### src/rtl/uart_rx_engine.sv
// uart_rx_engine: oversampling UART receiver with 2-of-3 majority sampling,
// parity/stop checking and a parallel output word with one-cycle status pulses.
module uart_rx_engine #(
   parameter int DATA_WIDTH = 8,
   parameter int PRESCALE_W = 6
) (
   input  logic                  clk,
   input  logic                  rst,
   input  logic                  rx_in,
   input  logic [PRESCALE_W-1:0] prescale,
   input  logic                  par_en,
   input  logic                  par_type,
   input  logic                  stop2,
   output logic [DATA_WIDTH-1:0] rx_data,
   output logic                  data_valid,
   output logic                  par_err,
   output logic                  stop_err,
   output logic                  busy
);
   typedef enum logic [2:0] {IDLE, START, DATA, PARITY, STOP} state_t;
   state_t state, state_nx;
   logic s1, rxs;
   logic [PRESCALE_W-1:0] p, edge_cnt, half;
   logic [3:0] bit_cnt;
   logic [1:0] smp;
   logic [DATA_WIDTH-1:0] sh;
   logic pen, ptype, st2, stop_idx, pend_par, pend_stop;
   logic wrap, decide, maj, last_bit, start, fin, ok;

   assign half = p >> 1;
   assign wrap = edge_cnt == p - PRESCALE_W'(1);
   assign decide = edge_cnt == half + PRESCALE_W'(1);
   assign maj = (smp[0] & smp[1]) | (rxs & (smp[0] | smp[1]));
   assign last_bit = bit_cnt == 4'(DATA_WIDTH - 1);
   assign start = state == IDLE && !rxs;
   assign fin = state == STOP && state_nx == IDLE;
   assign ok = !pend_par && !pend_stop && maj;
   assign busy = state != IDLE;

   always_ff @(posedge clk or negedge rst)
      if (!rst) {rxs, s1} <= 2'b11;
      else {rxs, s1} <= {s1, rx_in};

   always_ff @(posedge clk or negedge rst)
      if (!rst) state <= IDLE;
      else state <= state_nx;

   always_comb begin
      state_nx = state;
      case (state)
         IDLE:    if (!rxs) state_nx = START;
         START:   if (decide && maj) state_nx = IDLE;
                  else if (wrap) state_nx = DATA;
         DATA:    if (wrap && last_bit) state_nx = pen ? PARITY : STOP;
         PARITY:  if (wrap) state_nx = STOP;
         STOP:    if (decide && (!st2 || stop_idx)) state_nx = IDLE;
         default: state_nx = IDLE;
      endcase
   end

   // The frame closes at the final stop-bit decision, so results land half a bit early.
   always_ff @(posedge clk or negedge rst) begin
      if (!rst) begin
         p <= '0;
         pen <= 1'b0;
         ptype <= 1'b0;
         st2 <= 1'b0;
         edge_cnt <= '0;
         bit_cnt <= '0;
         smp <= '0;
         sh <= '0;
         stop_idx <= 1'b0;
         pend_par <= 1'b0;
         pend_stop <= 1'b0;
         rx_data <= '0;
         data_valid <= 1'b0;
         par_err <= 1'b0;
         stop_err <= 1'b0;
      end else begin
         data_valid <= 1'b0;
         par_err <= 1'b0;
         stop_err <= 1'b0;
         edge_cnt <= (state == IDLE || state_nx == IDLE || wrap) ? '0 : edge_cnt + PRESCALE_W'(1);
         if (edge_cnt == half - PRESCALE_W'(1)) smp[0] <= rxs;
         if (edge_cnt == half) smp[1] <= rxs;
         if (start) begin
            p <= (prescale < PRESCALE_W'(6)) ? PRESCALE_W'(6) : prescale;
            pen <= par_en;
            ptype <= par_type;
            st2 <= stop2;
            bit_cnt <= '0;
            stop_idx <= 1'b0;
            pend_par <= 1'b0;
            pend_stop <= 1'b0;
         end
         if (state == DATA && decide) sh <= {maj, sh[DATA_WIDTH-1:1]};
         if (state == DATA && wrap) bit_cnt <= last_bit ? '0 : bit_cnt + 4'd1;
         if (state == PARITY && decide && maj != (^sh ^ ptype)) pend_par <= 1'b1;
         if (state == STOP && decide && !maj) pend_stop <= 1'b1;
         if (state == STOP && wrap) stop_idx <= 1'b1;
         if (fin) begin
            data_valid <= ok;
            par_err <= pend_par;
            stop_err <= pend_stop || !maj;
            if (ok) rx_data <= sh;
         end
      end
   end
endmodule

### config.mk
export PLATFORM = sky130hd
export DESIGN_NAME = uart_rx_engine
export DESIGN_NICKNAME = d
export VERILOG_FILES = /design/src/rtl/uart_rx_engine.sv
export SDC_FILE = /design/constraint.sdc
export NUM_CORES = 1
export LEC_CHECK = 0
export BUFFER_PORTS_ARGS = -buffer_cell sky130_fd_sc_hd__buf_2
export CAP_MARGIN = 20
export CORE_MARGIN = 3
export CORE_UTILIZATION = 60
export CTS_BUF_LIST = sky130_fd_sc_hd__clkbuf_16
export CTS_CLUSTER_DIAMETER = 30
export DETAILED_ROUTE_END_ITERATION = 8
export PLACE_DENSITY_LB_ADDON = 0.2
export SYNTH_ARGS = -nofsm -noshare
export SYNTH_HDL_FRONTEND = slang
export SYNTH_SLANG_ARGS = --single-unit
### constraint.sdc
create_clock -name clk -period 7.6 [get_ports clk]
set_input_delay 1.52 -clock clk [delete_from_list [all_inputs] [get_ports clk]]
set_output_delay 1.52 -clock clk [all_outputs]
set_load 0.01 [all_outputs]
==> results of run 1 <==
## cell usage after synthesis (3+ instances only)
cell	count
xnor2_1	20
mux2_2	20
and2_1	3
o21ai_0	8
nor2b_1	5
buf_2	3
dfrtp_1	46
nand2_1	26
ha_1	6
inv_1	9
a211oi_1	7
nand3_1	13
or2_2	3
nor3_1	3
clkbuf_1	4
nand2b_1	3
xor2_1	10
a31oi_1	3
a21oi_1	10
nor2_1	15
## worst max-delay path: stages, from the launching register on
cell     delay (ns)
dfrtp_1        0.50
or3_1          0.47
buf_2          0.18
## stage by stage
stage	power (mW)	hold WS, ns	area, µm²	util	setup slack (ns)
final	0.986	0.358	2940	0.708	4.65
after global routing	1.05	0.363	2940	0.708	4.61
after CTS	0.988	0.360	2920	0.704	4.66
after detailed placement	0.771	0.351	2770	0.669	4.95
after global placement	0.761	0.346	2770	0.669	4.99
after floorplan	0.688	0.345	2660	-	5.06
## layer usage
metal / track usage / up-vias
met1: 0.295 / 940
met2: 0.364 / 53
li1: - / 937
met4: 0.0676 / 0
met3: 0.0427 / 5
met5: 0 / -
## area by class of cell
cell class | instances | area share
clock buffer | 5 | 0.0426
clock inverter | 3 | 0.00554
inverter | 9 | 0.0115
multi-input combinational | 189 | 0.463
sequential | 48 | 0.410
tap | 50 | 0.0213
timing repair buffer | 24 | 0.0460
## flip-flops by register name (all words and copies together) (netlist names), 2 cells and up
register,flops
edge_cnt,6
p,6
sh,8
bit_cnt,4
state,3
rx_data,8
smp,2
## cells by family after synthesis
| logic type | share of synthesized area |
|---|---|
| flops | 0.452 |
| xor+xnor | 0.0986 |
| compound gates | 0.102 |
| fa+ha+maj | 0.0319 |
| mux | 0.0958 |
| simple gates | 0.182 |
| buf+inv | 0.0380 |
## worst min-delay path by stage
stage                     end  slack [ns]  cells after the start
final                     rxs        0.36                      0
after global routing      rxs        0.36                      0
after CTS                 rxs        0.36                      0
after detailed placement  rxs        0.35                      0
after global placement    rxs        0.35                      0
after floorplan           rxs        0.35                      0
## power by group through the flow
stage,clock (mW),sequential [mW],combinational (mW)
2_1_floorplan,0,0.341,0.347
3_3_place_gp,0,0.377,0.384
3_5_place_dp,0,0.380,0.391
4_1_cts,0.215,0.376,0.398
5_1_grt,0.222,0.387,0.442
6_report,0.210,0.378,0.398
==> results.cfg, run 1 <==
[sta]
skew_ns = 0.00618
setup_viol = 0
rsz0062_at_grt = no
slew_violations = 0
relSlewSlack = 0.447
min_period_over_period = 0.389
tns_ns = 0
worstMarginPinSlew_ns = 0.826
layout_min_cycle_time_ns = 2.95
hold_violations = 0
fmax_ghz = 0.338

[layout]
n_fill_cell = 305
register_area_um2 = 1200
multi_input_area_um2 = 1360
final_common_cell = dfrtp_1
final_cells = 328
drive_gt1_frac = 0.230
num-nets-final = 295
final_cell_mix = dfrtp_1, nand2_1, buf_2, xnor2_1, mux2_2
area_growth_pct = 10.2
n_antenna_cell = 0

[power]
swShare = 0.396
p_per_area_nw_per_um2 = 336
combPwrFrac = 0.404
p_sw_mw = 0.390
p_int_mw = 0.596
vdd_drop_max_uv = 208
p_clk_frac = 0.213
p_leak_nw = 1.38
power_frac_seq = 0.384

[placed_design]
hpwl_mm = 3.81
dp.cells = 319
numPortBuffers = 23
gp_congestion = 0.851

[clock_network]
htreeDepth = 2
cts_tree = built
cts_setup_buffers = 0
cts_hold_buffers = 0
ctsResizeCount = 0
cts_buffer_depth = 2
clk_latency_ns = 0.28
clock-root-buffer = clkbuf_16
numCtsBuffers = 5
clk_pin_slew_ns = 0.06
cts_sinks = 48

[yosys]
synth.distinct_cells = 52
synthArstFlopShare = 1.00
synth-main-ff-cell = dfrtp_1
ys_ff_latch = 48
synth_top_area_cell = dfrtp_1
yosys_warnings = 0
synth_area_um2 = 2660
mappedNetlistNets = 275
synthCells = 257
synth_seq_area_share = 0.452
synth.avg_cell_area_um2 = 10.4
synth.top_cell.area_share = 0.432
synth_edf_count = 0
synth_area_leaders = dfrtp_1, mux2_2, xnor2_1, nand2_1, xor2_1

[floorplan]
rows = 23
coreArea_um2 = 4140
ioPinCount = 24
fp.dieW_um = 72.6
dieArea_um2 = 5280
die_h_um = 72.6
start_util = 0.643

[worst_setup_path]
crit_required_ns = 6.08
end_kind = output port
startpoint = state[0]
rr_startpoint = p[2]
worstSetupPathType = flip-flop to output port
arrival_ns = 1.43
worstRegToRegCells = 8
crit_path_end = busy
cp_max_fo = 10
rr_endpoint = rx_data[4]
r2r_setup_slack_ns = 4.91
crit_path_start_kind = flip-flop

[routing]
ant_nets = 0
vias_per_cell = 5.90
wl_met3_um = 208
drc_errors = 0
wl_met1_mm = 2.46
first_pass_iters = 4
post_drt_wl_per_cell_um = 16.3
dr.max_layer_used = met4
drt-initial-drc-count = 178
drt_wl_total_mm = 5.34
vias = 1935
wl_met2_mm = 2.62

[global_route]
antenna_found_initial = 0
track_usage = 0.220
grt_pass1_wl_mm = 9.00
gr-total-overflow = 0
grt_start_max_net_pins = 49
grt_pass1_vias = 1959

[hold_path]
hold_path.class = flip-flop to flip-flop
hp-start = s1

[run_status]
status = completed

[flow_run]
max_cap_viol_count = 0
Note: power is estimated with default switching activity, not from simulation.
==> run 2: changes to the inputs <==
--- a/config.mk
+++ b/config.mk
@@ -5,10 +5,11 @@
 export SDC_FILE = /design/constraint.sdc
 export NUM_CORES = 1
 export LEC_CHECK = 0
+export ABC_AREA = 1
 export BUFFER_PORTS_ARGS = -buffer_cell sky130_fd_sc_hd__buf_2
 export CAP_MARGIN = 20
 export CORE_MARGIN = 3
-export CORE_UTILIZATION = 60
+export CORE_UTILIZATION = 54
 export CTS_BUF_LIST = sky130_fd_sc_hd__clkbuf_16
 export CTS_CLUSTER_DIAMETER = 30
 export DETAILED_ROUTE_END_ITERATION = 8
==> constraint.sdc (replaced) <==
create_clock -name clk -period 2.35 [get_ports clk]
set_input_delay 0.47 -clock clk [delete_from_list [all_inputs] [get_ports clk]]
set_output_delay 0.47 -clock clk [all_outputs]
set_load 0.01 [all_outputs]
==> run 2 against run 1 <==
  * Core utilization fell by 0.30 points
  * Power rose to 5.0 times the previous value
  * Sequential power rose to 3.7 times the previous value
  * Hold slack got worse by 0.21 ns
==> results.cfg, run 2 <==
[floorplan]
ioPinCount = 24
dieArea_um2 = 6070
rows = 25
coreArea_um2 = 4850
fp.dieW_um = 77.9
die_h_um = 77.9
start_util = 0.576

[yosys]
ys_ff_latch = 48
synth_most_common_cell = nand2_1
synthTopCellsByCount = nand2_1, dfrtp_1, inv_1, nor2_1, nand3_1
synth-main-ff-cell = dfrtp_1
synth_seq_area_share = 0.431
synth_top_area_cell = dfrtp_1
synth.avg_cell_area_um2 = 7.89
synth.distinct_cells = 41
mappedNetlistNets = 372
yosys_warnings = 0
synthCells = 354
synth.top_cell.area_share = 0.412
synthArstFlopShare = 1.00
synth_edf_count = 0
synth_area_um2 = 2790
synth_area_leaders = dfrtp_1, nand2_1, inv_1, nand3_1, nor2_1

[sta]
min_period_over_period = 0.989
skew_ns = 0.00691
relSlewSlack = 0.667
layout_min_cycle_time_ns = 2.32
slew_violations = 0
setup_viol = 0
setup_ws_ns = 0.0264
worstMarginPinSlew_ns = 0.487
fmax_ghz = 0.430
rsz0062_at_grt = yes
hold_violations = 0

[layout]
num-nets-final = 418
register_area_um2 = 1200
finish.instance_area_um2 = 3420
n_antenna_cell = 0
multi_input_area_um2 = 1520
final_common_cell = nand2_1
area_growth_pct = 22.4
top_regs = rx_data (8), sh (8)
drive_gt1_frac = 0.287
final_cell_mix = nand2_1, dfrtp_1, inv_1, buf_2
n_fill_cell = 400

[placed_design]
gp_congestion = 0.979
numPortBuffers = 23
hpwl_mm = 4.61
dp_slack_ns = -0.0253
place_area_um2 = 3040

[power]
p_clk_frac = 0.160
combPwrFrac = 0.556
swShare = 0.456
p_leak_nw = 1.72
power_frac_seq = 0.284
vdd_drop_max_uv = 850
p_int_mw = 2.66
p_sw_mw = 2.22
p_per_area_nw_per_um2 = 1430

[global_route]
track_usage = 0.219
antenna_found_initial = 0
gr-total-overflow = 0
grt_pass1_vias = 2328
grt_pass1_wl_mm = 10.6
grt_start_max_net_pins = 25

[worst_setup_path]
end_kind = flip-flop
crit_path_start_kind = flip-flop
critical_path.slowest_cell = dfrtp_1
path_buf_inv = 2
crit_required_ns = 2.51
cp_slowest_stage_delay_ns = 0.40
cp_max_fo = 6
worstSetupPathType = flip-flop to flip-flop
cp_cell_sequence = inv_2, ha_4, inv_2, nand2_2, nand2_2, nor2_1, nand2_1, nor2_2, nand3_1, nand2_1, nand2_1, nor2_2, nand3_4, nor2_8, nor2_4, nand2_4, nor2_2
cp_top_family = simple AND/OR/NAND/NOR gates
arrival_ns = 2.49

[routing]
vias = 2530
drc_errors = 0
post_drt_wl_per_cell_um = 14.4
drt_wl_total_mm = 6.74
first_pass_iters = 6
drt-initial-drc-count = 183
ant_nets = 0
vias_per_cell = 5.41

[clock_network]
cts_tree = built
clk_latency_ns = 0.28
numCtsBuffers = 5
cts_sinks = 48
htreeDepth = 2
cts_buffer_depth = 2
clk_pin_slew_ns = 0.06
clock-root-buffer = clkbuf_16
cts_hold_buffers = 0

[hold_path]
hold_path.class = input pin to asynchronous set/reset pin

[flow_run]
max_cap_viol_count = 0

[run_status]
status = completed
[run 2: cell count changes after synthesis, sizes merged, moves of 9 or more]
cell,change
nand2,+80
inv,+37
nor2,+26
mux2,-21
o21ai,+12
nand3,+11
nand4,+9
xnor2,-9
[run 2: layout make-up]
cell class / instances / area share
Multi-Input combinational cell: 255 / 0.444
Sequential cell: 48 / 0.352
Timing Repair Buffer: 43 / 0.0787
Inverter: 47 / 0.0531
Clock buffer: 5 / 0.0366
Tap cell: 67 / 0.0245
Clock inverter: 3 / 0.0110
[run 2: cell families (layout without fill, tap and decap cells)]
group,after synthesis,after routing,share of synthesized area
AND/OR/NAND/NOR,193,195,0.336
adder cells (fa/ha/maj),6,6,0.0269
buffers and inverters,53,98,0.0734
AO/OA/AOI/OAI,35,35,0.0726
flip-flops,48,48,0.431
XOR/XNOR,18,18,0.0564
multiplexers,1,1,0.00403
[run 2: stage by stage]
| stage | utilization | std cells | TNS, ns | hold slack (ns) | total power, mW |
|---|---|---|---|---|---|
| 2_1_floorplan | - | 354 | 0 | 0.174 | 3.08 |
| 3_3_place_gp | 0.627 | 448 | 0 | 0.346 | 3.51 |
| 3_5_place_dp | 0.627 | 448 | -0.113 | 0.347 | 3.58 |
| 4_1_cts | 0.662 | 456 | 0 | 0.171 | 4.41 |
| 5_1_grt | 0.705 | 468 | -1.74 | 0.178 | 5.26 |
| 6_report | 0.705 | 468 | 0 | 0.152 | 4.88 |
[run 2: routing by layer]
metal | track usage | routed length, µm | vias up
li1 | - | - | 1235
met1 | 0.291 | 2960 | 1181
met2 | 0.365 | 3290 | 99
met3 | 0.0406 | 362 | 15
met4 | 0.0664 | 131 | 0
met5 | 0 | 0 | -
[run 2: power by group through the flow]
stage | sequential [mW] | combinational (mW) | clock, mW
2_1_floorplan | 1.27 | 1.81 | 0
3_3_place_gp | 1.36 | 2.15 | 0
3_5_place_dp | 1.37 | 2.21 | 0
4_1_cts | 1.36 | 2.25 | 0.804
5_1_grt | 1.41 | 3.01 | 0.836
6_report | 1.39 | 2.71 | 0.783
[run 2: worst register-to-register path, cell delays in order (launching register included)]
cell and delay [ns]:
dfrtp_1 0.40, inv_2 0.11, ha_4 0.29, inv_2 0.04
nand2_2 0.06, nand2_2 0.07, nor2_1 0.10, nand2_1 0.10
nor2_2 0.13, nand3_1 0.08, nand2_1 0.08, nand2_1 0.07
nor2_2 0.15, nand3_4 0.14, nor2_8 0.17, nor2_4 0.06
nand2_4 0.10, nor2_2 0.05
[run 2: worst paths after layout]
path,startpoint,to,slack [ns],cells past startpoint
max reg2reg,p[2],edge_cnt[0],0.03,17
min reg2reg,s1,rxs,0.35,0
min in group clk,rx_in,s1,0.29,1
min,rst,st2,0.15,1
max,p[2],edge_cnt[0],0.03,17
max in group asynchronous,rst,edge_cnt[3],1.61,2
[run 2: repair_timing]
item,4_1_cts,5_1_grt
buffers inserted,0,10
setup endpoints to repair,10,17
resized for setup,2,32
cloned,0,2
pin swaps,0,21
